## src/rtl/uart_pkg.sv

```systemverilog
// Shared constants and FSM encodings for the UART receiver.
// Build option: define UART_RX_PARITY_EN to add the PARITY state (8E1/8O1 frames).
package uart_pkg;

   localparam int unsigned BAUD_DIV_DEFAULT = 868;  // 100 MHz / 115200

   localparam int unsigned ERR_PAR = 8;
   localparam int unsigned ERR_FRM = 9;

   localparam logic [7:0] CR = 8'h0D;
   localparam logic [7:0] LF = 8'h0A;

   typedef enum logic [2:0] {
      ST_IDLE   = 3'd0,
      ST_START  = 3'd1,
      ST_DATA   = 3'd2,
`ifdef UART_RX_PARITY_EN
      ST_PARITY = 3'd3,
`endif
      ST_STOP   = 3'd4,
      ST_BREAK  = 3'd5
   } state_e;

endpackage

```

## src/rtl/uart_baud_cnt.sv

```systemverilog
// Loadable bit-period countdown: tick is high in the last cycle of a loaded
// interval (half or full BAUD_DIV), then the counter parks at zero unless reloaded.
module uart_baud_cnt
   import uart_pkg::*;
#(
   parameter int unsigned BAUD_DIV = BAUD_DIV_DEFAULT
) (
   input  logic CLK,
   input  logic RST,
   input  logic load_half,
   input  logic load_full,
   output logic tick
);

   localparam int unsigned CW = 12;
   localparam logic [CW-1:0] HALF = CW'(BAUD_DIV / 2);
   localparam logic [CW-1:0] FULL = CW'(BAUD_DIV);

   logic [CW-1:0] cnt_q, cnt_d;

   // A load of N makes tick fire exactly N cycles after the loading cycle.
   assign tick = (cnt_q == CW'(1));

   always_comb begin
      cnt_d = cnt_q;
      if (load_half) begin
         cnt_d = HALF;
      end else if (load_full) begin
         cnt_d = FULL;
      end else if (cnt_q != '0) begin
         cnt_d = cnt_q - CW'(1);
      end
   end

   always_ff @(posedge CLK or posedge RST) begin
      if (RST) begin
         cnt_q <= '0;
      end else begin
         cnt_q <= cnt_d;
      end
   end

endmodule

```

## src/rtl/uart_rx_stp.sv

```systemverilog
// UART receiver, 8 data bits LSB first, one stop bit, mid-bit sampling.
// Build option: UART_RX_PARITY_EN adds a parity bit and reports errors in RX_DATA_R[8].
module uart_rx_stp
   import uart_pkg::*;
#(
   parameter int unsigned BAUD_DIV   = BAUD_DIV_DEFAULT,
   parameter int unsigned PARITY_ODD = 0
) (
   input  logic       CLK,
   input  logic       RST,
   input  logic       RXD,
   output logic       RX_DATA_EN,
   output logic [9:0] RX_DATA_R
);

   // ---------------------------------------------------------------
   // Line synchronizer and falling-edge detect
   // ---------------------------------------------------------------
   logic       sync1_q, sync1_d;
   logic       sync2_q, sync2_d;
   logic [1:0] fill_q, fill_d;
   logic       rxs_prev_q, rxs_prev_d;
   logic       rxs;
   logic       fall;

   assign rxs = sync2_q;

   // The edge history is held low until the synchronizer has flushed its reset
   // value, so a line that is already low at release cannot look like a start edge.
   always_comb begin
      sync1_d    = RXD;
      sync2_d    = sync1_q;
      fill_d     = {fill_q[0], 1'b1};
      rxs_prev_d = rxs & fill_q[1];
   end

   assign fall = rxs_prev_q & ~rxs;

   // NOTE: synchronizer stages reset to 1 (idle line), not 0, so reset never fakes a start bit.
   always_ff @(posedge CLK or posedge RST) begin
      if (RST) begin
         sync1_q    <= 1'b1;
         sync2_q    <= 1'b1;
         fill_q     <= '0;
         rxs_prev_q <= 1'b0;
      end else begin
         sync1_q    <= sync1_d;
         sync2_q    <= sync2_d;
         fill_q     <= fill_d;
         rxs_prev_q <= rxs_prev_d;
      end
   end

   // ---------------------------------------------------------------
   // Bit timing
   // ---------------------------------------------------------------
   logic load_half;
   logic load_full;
   logic tick;

   uart_baud_cnt #(
      .BAUD_DIV (BAUD_DIV)
   ) u_baud_cnt (
      .CLK       (CLK),
      .RST       (RST),
      .load_half (load_half),
      .load_full (load_full),
      .tick      (tick)
   );

   // ---------------------------------------------------------------
   // Frame FSM
   // ---------------------------------------------------------------
   state_e     state_q, state_d;
   logic [2:0] bit_cnt_q, bit_cnt_d;
   logic [7:0] shift_q, shift_d;
   logic       data_en_q, data_en_d;
   logic [9:0] data_r_q, data_r_d;
`ifdef UART_RX_PARITY_EN
   logic       par_err_q, par_err_d;
`else
   logic       unused_parity_odd;
   assign unused_parity_odd = 1'(PARITY_ODD);
`endif

   // NOTE: every combinational output gets a default first; no branch can leave a latch.
   always_comb begin
      state_d   = state_q;
      bit_cnt_d = bit_cnt_q;
      shift_d   = shift_q;
      data_en_d = 1'b0;
      data_r_d  = data_r_q;
      load_half = 1'b0;
      load_full = 1'b0;
`ifdef UART_RX_PARITY_EN
      par_err_d = par_err_q;
`endif

      unique case (state_q)
         ST_IDLE: begin
            if (fall) begin
               state_d   = ST_START;
               bit_cnt_d = '0;
               load_half = 1'b1;
            end
         end

         ST_START: begin
            if (tick) begin
               if (rxs) begin
                  state_d = ST_IDLE;
               end else begin
                  state_d   = ST_DATA;
                  load_full = 1'b1;
               end
            end
         end

         ST_DATA: begin
            if (tick) begin
               shift_d   = {rxs, shift_q[7:1]};
               bit_cnt_d = bit_cnt_q + 3'd1;
               load_full = 1'b1;
               if (bit_cnt_q == 3'd7) begin
`ifdef UART_RX_PARITY_EN
                  state_d = ST_PARITY;
`else
                  state_d = ST_STOP;
`endif
               end
            end
         end

`ifdef UART_RX_PARITY_EN
         ST_PARITY: begin
            if (tick) begin
               par_err_d = ((^shift_q) ^ rxs) != 1'(PARITY_ODD);
               load_full = 1'b1;
               state_d   = ST_STOP;
            end
         end
`endif

         ST_STOP: begin
            if (tick) begin
               data_en_d          = 1'b1;
               data_r_d[7:0]      = shift_q;
               data_r_d[ERR_FRM]  = ~rxs;
`ifdef UART_RX_PARITY_EN
               data_r_d[ERR_PAR]  = par_err_q;
`else
               data_r_d[ERR_PAR]  = 1'b0;
`endif
               state_d            = rxs ? ST_IDLE : ST_BREAK;
            end
         end

         ST_BREAK: begin
            if (rxs) begin
               state_d = ST_IDLE;
            end
         end

         default: begin
            state_d = ST_IDLE;
         end
      endcase
   end

   // NOTE: state flops use non-blocking assignment so every flop samples pre-edge values.
   always_ff @(posedge CLK or posedge RST) begin
      if (RST) begin
         state_q   <= ST_IDLE;
         bit_cnt_q <= '0;
         shift_q   <= '0;
         data_en_q <= 1'b0;
         data_r_q  <= '0;
`ifdef UART_RX_PARITY_EN
         par_err_q <= 1'b0;
`endif
      end else begin
         state_q   <= state_d;
         bit_cnt_q <= bit_cnt_d;
         shift_q   <= shift_d;
         data_en_q <= data_en_d;
         data_r_q  <= data_r_d;
`ifdef UART_RX_PARITY_EN
         par_err_q <= par_err_d;
`endif
      end
   end

   assign RX_DATA_EN = data_en_q;
   assign RX_DATA_R  = data_r_q;

endmodule

```

## config.mk

```make
export PLATFORM = sky130hd
export DESIGN_NAME = uart_rx_stp
export DESIGN_NICKNAME = d
export VERILOG_FILES = /design/src/rtl/uart_pkg.sv /design/src/rtl/uart_baud_cnt.sv /design/src/rtl/uart_rx_stp.sv
export SDC_FILE = /design/constraint.sdc
export NUM_CORES = 1
export LEC_CHECK = 0
export ABC_AREA = 1
export CAP_MARGIN = 5
export CORE_ASPECT_RATIO = 1.1
export CORE_MARGIN = 8
export CORE_UTILIZATION = 50
export CTS_BUF_LIST = sky130_fd_sc_hd__clkbuf_4 sky130_fd_sc_hd__clkbuf_8 sky130_fd_sc_hd__clkbuf_16
export DETAILED_ROUTE_END_ITERATION = 10
export GPL_ROUTABILITY_DRIVEN = 0
export GPL_TIMING_DRIVEN = 0
export PLACE_DENSITY_LB_ADDON = 0.05
export SLEW_MARGIN = 20
export SYNTH_ARGS = -nofsm -noshare
export SYNTH_HDL_FRONTEND = slang
export SYNTH_SLANG_ARGS = --single-unit
```

## constraint.sdc

```tcl
create_clock -name CLK -period 1.8 [get_ports CLK]
set_clock_uncertainty 0.05 [all_clocks]
set_input_delay 0.36 -clock CLK [delete_from_list [all_inputs] [get_ports CLK]]
set_output_delay 0.36 -clock CLK [all_outputs]
set_load 0.02 [all_outputs]
```

# Yosys cells after proc, flatten, opt, wreduce, memory -nomap -nowiden

Index checks and enable logic that the tools add are counted.
W data, S select, Z words.

Register bits: 41
Input bits: 3
Output and inout bits: 11
Logic and storage cells: 57

Bitwise operators: 3
Multiplexer cells: 22
Add/subtract/negate cells: 2
Reductions and logical operators: 8
Equality and inequality tests: 12

Operators with widths:

| operator                | number |
|---|---|
| $mux W12                | 3 |
| $mux W3                 | 9 |
| $pmux W3 S5             | 1 |
| $eq A12 B1 Y1 const B   | 1 |
| $ne A2 B2 Y1 const B    | 6 |
| $reduce_bool A12 Y1     | 1 |
| $sub A12 B1 Y12 const B | 1 |
| $eq A3 B3 Y1 const B    | 3 |
| $mux W1                 | 6 |
| $pmux W3 S2             | 1 |
| $reduce_and A6 Y1       | 1 |
| $reduce_and A2 Y1       | 2 |
| $add A3 B1 Y3 const B   | 1 |
| $eq A3 B1 Y1 const B    | 1 |
| $eq A3 B2 Y1 const B    | 1 |
| $logic_not A3 Y1        | 1 |
| $reduce_and A3 Y1       | 1 |
| $reduce_bool A3 Y1      | 1 |
| $and A1 B1 Y1           | 2 |
| $mux W2                 | 1 |
| $pmux W1 S2             | 1 |
| $reduce_bool A2 Y1      | 1 |
| $not A1 Y1              | 1 |

# Logic depth before layout (Yosys ltp)

Word-level depth: 5
Mapped depth: 10
Depth with buffers taken out: 10

# By module

Synthesis repeated with hierarchy kept, for this count alone.

Cells, all modules: 236
Area total of the unflattened synthesis: 2,074.5 µm²

Modules (own cells, without submodules):

| module        | cells each | times used | area each (µm²) |
|---|---|---|---|
| uart_rx_stp   | 132        | 1          | 1,307.5 |
| uart_baud_cnt | 104        | 1          | 767.0 |

# Least setup slack after synthesis

Ideal clock, no wire load.

Path type: reg2reg
From: reg u_baud_cnt.cnt_q[0]
To: reg u_baud_cnt.cnt_q[1]
Library setup time: 0.116 ns
Stages on the path, launching flop included: 9
Path slack: 0.297 ns
Path buffers: 0
Required time: 1.634 ns
Arrival: 1.337 ns
Cells stage by stage: dfrtp_1 inv_1 ha_1 nand2_1 nor2_2 nand2_2 nand3b_1 nand2_1 nand2_1

Word-level cells in the longest chain between the ends: 5
Elaborated cells on any way between the ends: 10

Ends and longest elaborated chain:

| what                                                    | RTL line            | source |
|---|---|---|
| start: declaration                                      | uart_baud_cnt.sv:19 | `logic [CW-1:0] cnt_q, cnt_d;` |
| start signal: assignment                                | uart_baud_cnt.sv:39 | `cnt_q <= cnt_d;` |
| branches (longest 5 deep; another with $sub A12 B1 Y12) | --                  |  |

Parallel ways; which one is timed is not known. The select of a mux whose other input is x is not followed.
A chain may end at the register's enable or synchronous reset.

# Worst setup path after layout

From: reg data_r_q[9] (netlist: RX_DATA_R[9])
To: out RX_DATA_R[9]

RTL lines:

| what                     | RTL line           | source |
|---|---|---|
| start: declaration       | uart_rx_stp.sv:78  | `logic [9:0] data_r_q, data_r_d;` |
| start signal: assignment | uart_rx_stp.sv:186 | `data_r_q <= data_r_d;` |
| end: declaration         | uart_rx_stp.sv:13  | `output logic [9:0] RX_DATA_R` |

No word-level cell between the ends.

==> flow_summary.json <==
{
  "run_status": "finished clean",
  "rows": 24,
  "final_cell_count_no_fill": 314,
  "critical_path_peak_fanout": 2,
  "dieWidth_um": 77.06,
  "number_of_cells_produced_by_synthesis": 241,
  "synth_area_mm2": 0.002051,
  "place_hpwl_um": 2691,
  "arrival_ns": 1.28,
  "layout-area-overhead-vs-synth_pct": 15.92,
  "io_buffer_count": 12,
  "launch_point_of_the_worst_reg_to_reg_path": "u_baud_cnt.cnt_q[0]",
  "p_seq_share_pct": 43.3,
  "irDropWorstVdd_v": 0.0005597,
  "clk_transition_reported_paths_ns": 0.08,
  "power.switching_mw": 1.046,
  "avgSynthCellArea_um2": 8.509,
  "cp.buffers_inverters": 1,
  "timing.critical_path.max_delay_family": "buffers and inverters",
  "synth.largest_area_cell": "sky130_fd_sc_hd__dfrtp_1",
  "clkPwrFrac_pct": 25.7,
  "root_buffer": "sky130_fd_sc_hd__clkbuf_8",
  "required_time_worst_endpoint_ns": 1.39,
  "leakagePower_nw": 1.243,
  "mappedNetlistNets": 248,
  "fin_total_pwr_mw": 2.879,
  "fmaxAchievable_ghz": 0.5923,
  "dpl.cell_count": 306,
  "critical_path.startpoint_type": "flop",
  "final_net_count": 268,
  "via_count": 1523,
  "number_of_antenna_violations_at_the_first_check_in_global_routing": 0,
  "reg2reg_to": "u_baud_cnt.cnt_q[9]",
  "final.period_utilization_pct": 93.79,
  "netlist_top_cells_area": "sky130_fd_sc_hd__dfrtp_1 (48%), sky130_fd_sc_hd__nand2_1 (13%), sky130_fd_sc_hd__inv_1 (6.6%)",
  "detail_route.vias_per_cell": 4.850,
  "crit_path_top_delay_cell": "sky130_fd_sc_hd__clkdlybuf4s50_1",
  "clkLatencyLatePin_ns": 0.29,
  "initialDrtViolationCount": 69,
  "dieHeight_um": 83.17,
  "timing.reg2reg.worst_path_depth": 8,
  "layout.cells.most_common": "sky130_fd_sc_hd__nand2_1",
  "yosys.cell_types.count": 28,
  "reg2reg_setup_slack_ns": 0.15,
  "antenna-diode-count": 0,
  "setup_total_negative_slack_ns": 0,
  "drt_pre_antenna_iters": 4,
  "grt_use_total_pct": 13.00,
  "drc_errors": 0,
  "gr-total-overflow": 0,
  "layout_min_cycle_time_ns": 1.688,
  "post_route_cells_drive_above_1_share_pct": 17.18,
  "grt_pass1_vias": 1515,
  "core_region_area_mm2": 0.003964,
  "timing_max_transition_violations_final": 0,
  "grt_pass1_wl_um": 6810,
  "powerDensity_mw_per_mm2": 1211,
  "clock_tree_from_tritoncts": "built",
  "combinationalPowerShare_pct": 31.0,
  "cts.hold.buffers_added": 0,
  "fin_util_pct": 59.97,
  "routed_antenna_nets": 0,
  "synthDominantCellAreaShare_pct": 47.59,
  "finalHoldViolCount": 0,
  "max_cap_violations": 0,
  "floorplan.die_area_mm2": 0.006409,
  "most-common-layout-cells": "sky130_fd_sc_hd__nand2_1 (69), sky130_fd_sc_hd__dfrtp_1 (39), sky130_fd_sc_hd__inv_1 (35), sky130_fd_sc_hd__nor2_1 (16), sky130_fd_sc_hd__nand3_1 (14)",
  "route.detailed.wl_per_inst_um": 11.97,
  "tritoncts_num_sinks": 41,
  "post_synthesis_register_bit_count": 41,
  "grt_setup_unrepaired": "false",
  "ctsLongestPathBuffers": 2,
  "synth.yosys.warnings": 0,
  "cts_setup_buffers": 0,
  "cts-buffers-inserted": 5,
  "longest_individual_stage_delay_on_the_worst_path_ns": 0.62,
  "end_kind": "output pin",
  "synth_seq_area_share_pct": 50.15,
  "nFillCells": 363,
  "worstHoldPathType": "in2async",
  "initial_utilization_pct": 51.74,
  "switching_share_pct": 36.33,
  "criticalPathCategory": "reg2out",
  "finalSetupViolations": 0,
  "pin_count_of_the_biggest_net_entering_global_routing": 32,
  "htree_levels": 2,
  "worstPathCellList": "clkdlybuf4s50_1",
  "routed_wirelength_um": 3759,
  "p_int_mw": 1.833,
  "boundaryPins": 14
}
## stage by stage
step	hold slack [ns]	cell area, µm²	setup WS, ns
floorplan	0.2812	2051	0.2966
global placement	0.2846	2236	-0.4516
detailed placement	0.2968	2256	0.01861
CTS	0.2501	2372	0.05121
global route	0.2915	2377	0.004665
finish	0.2538	2377	0.1118
## registers in the layout, summed over array words and instances (netlist names)
name / cells
u_baud_cnt.cnt_q: 12
RX_DATA_R: 9
shift_q: 8
bit_cnt_q: 3
state_q: 3
fill_q: 2
RX_DATA_EN: 1
rxs: 1
rxs_prev_q: 1
sync1_q: 1
## how the worst max path moves through the flow
stage / cells after the start / endpoint / slack, ns / from
2_1_floorplan: 8 / u_baud_cnt.cnt_q[1] / 0.30 / u_baud_cnt.cnt_q[0]
3_3_place_gp: 2 / fill_q[0] / -0.45 / RST
3_5_place_dp: 8 / u_baud_cnt.cnt_q[9] / 0.02 / u_baud_cnt.cnt_q[0]
4_1_cts: 8 / u_baud_cnt.cnt_q[9] / 0.05 / u_baud_cnt.cnt_q[0]
5_1_grt: 8 / u_baud_cnt.cnt_q[1] / 0.005 / u_baud_cnt.cnt_q[0]
6_report: 1 / RX_DATA_R[9] / 0.11 / RX_DATA_R[9]
## final cells by class
class                           count  area, µm²  area share (%)
Sequential cell                    41       1028           43.26
Multi-Input combinational cell    158      855.8           36.00
Inverter                           39      146.4           6.158
Timing Repair Buffer               13      140.1           5.895
Clock buffer                        6      76.32           3.211
Tap cell                           52      65.06           2.737
Clock inverter                      2      35.03           1.474
Buffer                              3      30.03           1.263
## power by group through the flow
stage | Combinational, mW | Clock [mW] | Sequential [mW]
floorplan | 0.749 | 0 | 1.22
global placement | 0.864 | 0 | 1.26
detailed placement | 0.892 | 0 | 1.26
CTS | 0.899 | 0.768 | 1.24
global route | 1.04 | 0.801 | 1.27
finish | 0.893 | 0.740 | 1.25
## what timing repair did
action / in CTS / in global routing
pin swaps: 0 / 1
endpoints found under the setup margin: 1 / 2
gates cloned: 0 / 0
gates resized for setup: 1 / 1
## cells in the mapped netlist
library cell	instances
sky130_fd_sc_hd__nand2_4	2
sky130_fd_sc_hd__o21ai_0	10
sky130_fd_sc_hd__nor3_1	1
sky130_fd_sc_hd__buf_4	1
sky130_fd_sc_hd__o21ai_1	2
sky130_fd_sc_hd__conb_1	2
sky130_fd_sc_hd__dfstp_2	2
sky130_fd_sc_hd__o21ai_2	8
sky130_fd_sc_hd__xor2_1	3
sky130_fd_sc_hd__nor2_1	16
sky130_fd_sc_hd__inv_2	3
sky130_fd_sc_hd__o211ai_1	2
sky130_fd_sc_hd__nor2_2	4
sky130_fd_sc_hd__o21a_1	1
sky130_fd_sc_hd__nand3_2	3
sky130_fd_sc_hd__or2_2	2
sky130_fd_sc_hd__buf_6	2
sky130_fd_sc_hd__dfrtp_1	39
sky130_fd_sc_hd__nand3_1	14
sky130_fd_sc_hd__nor2_4	4
sky130_fd_sc_hd__nand2_1	69
sky130_fd_sc_hd__nand3_4	1
sky130_fd_sc_hd__nand2_2	3
sky130_fd_sc_hd__a21oi_1	2
sky130_fd_sc_hd__ha_1	4
sky130_fd_sc_hd__nand4_1	3
sky130_fd_sc_hd__inv_1	36
sky130_fd_sc_hd__nand3b_1	2
## cell families (layout without fill, tap and decap cells)
family	count (synthesis)	in the layout	share of synthesized area, %
and+or+nand+nor	124	124	29.22
buffers and inverters	42	63	8.603
DFF	41	41	50.15
AOI/OAI and AO/OA	25	25	7.932
adders and majority gates	4	4	2.441
xor gates and xnor gates	3	3	1.282
other	2	2	0.3662
## routing by layer
| metal | up-vias | share of wire [%] | global-route usage, % |
|---|---|---|---|
| met5 | - | 0 | 0 |
| met4 | 0 | 1.7 | 5.155 |
| met3 | 6 | 2.9 | 3.772 |
| met2 | 20 | 49 | 20.88 |
| met1 | 711 | 47 | 15.95 |
| li1 | 786 | - | - |
(Power assumes the default switching activity.)
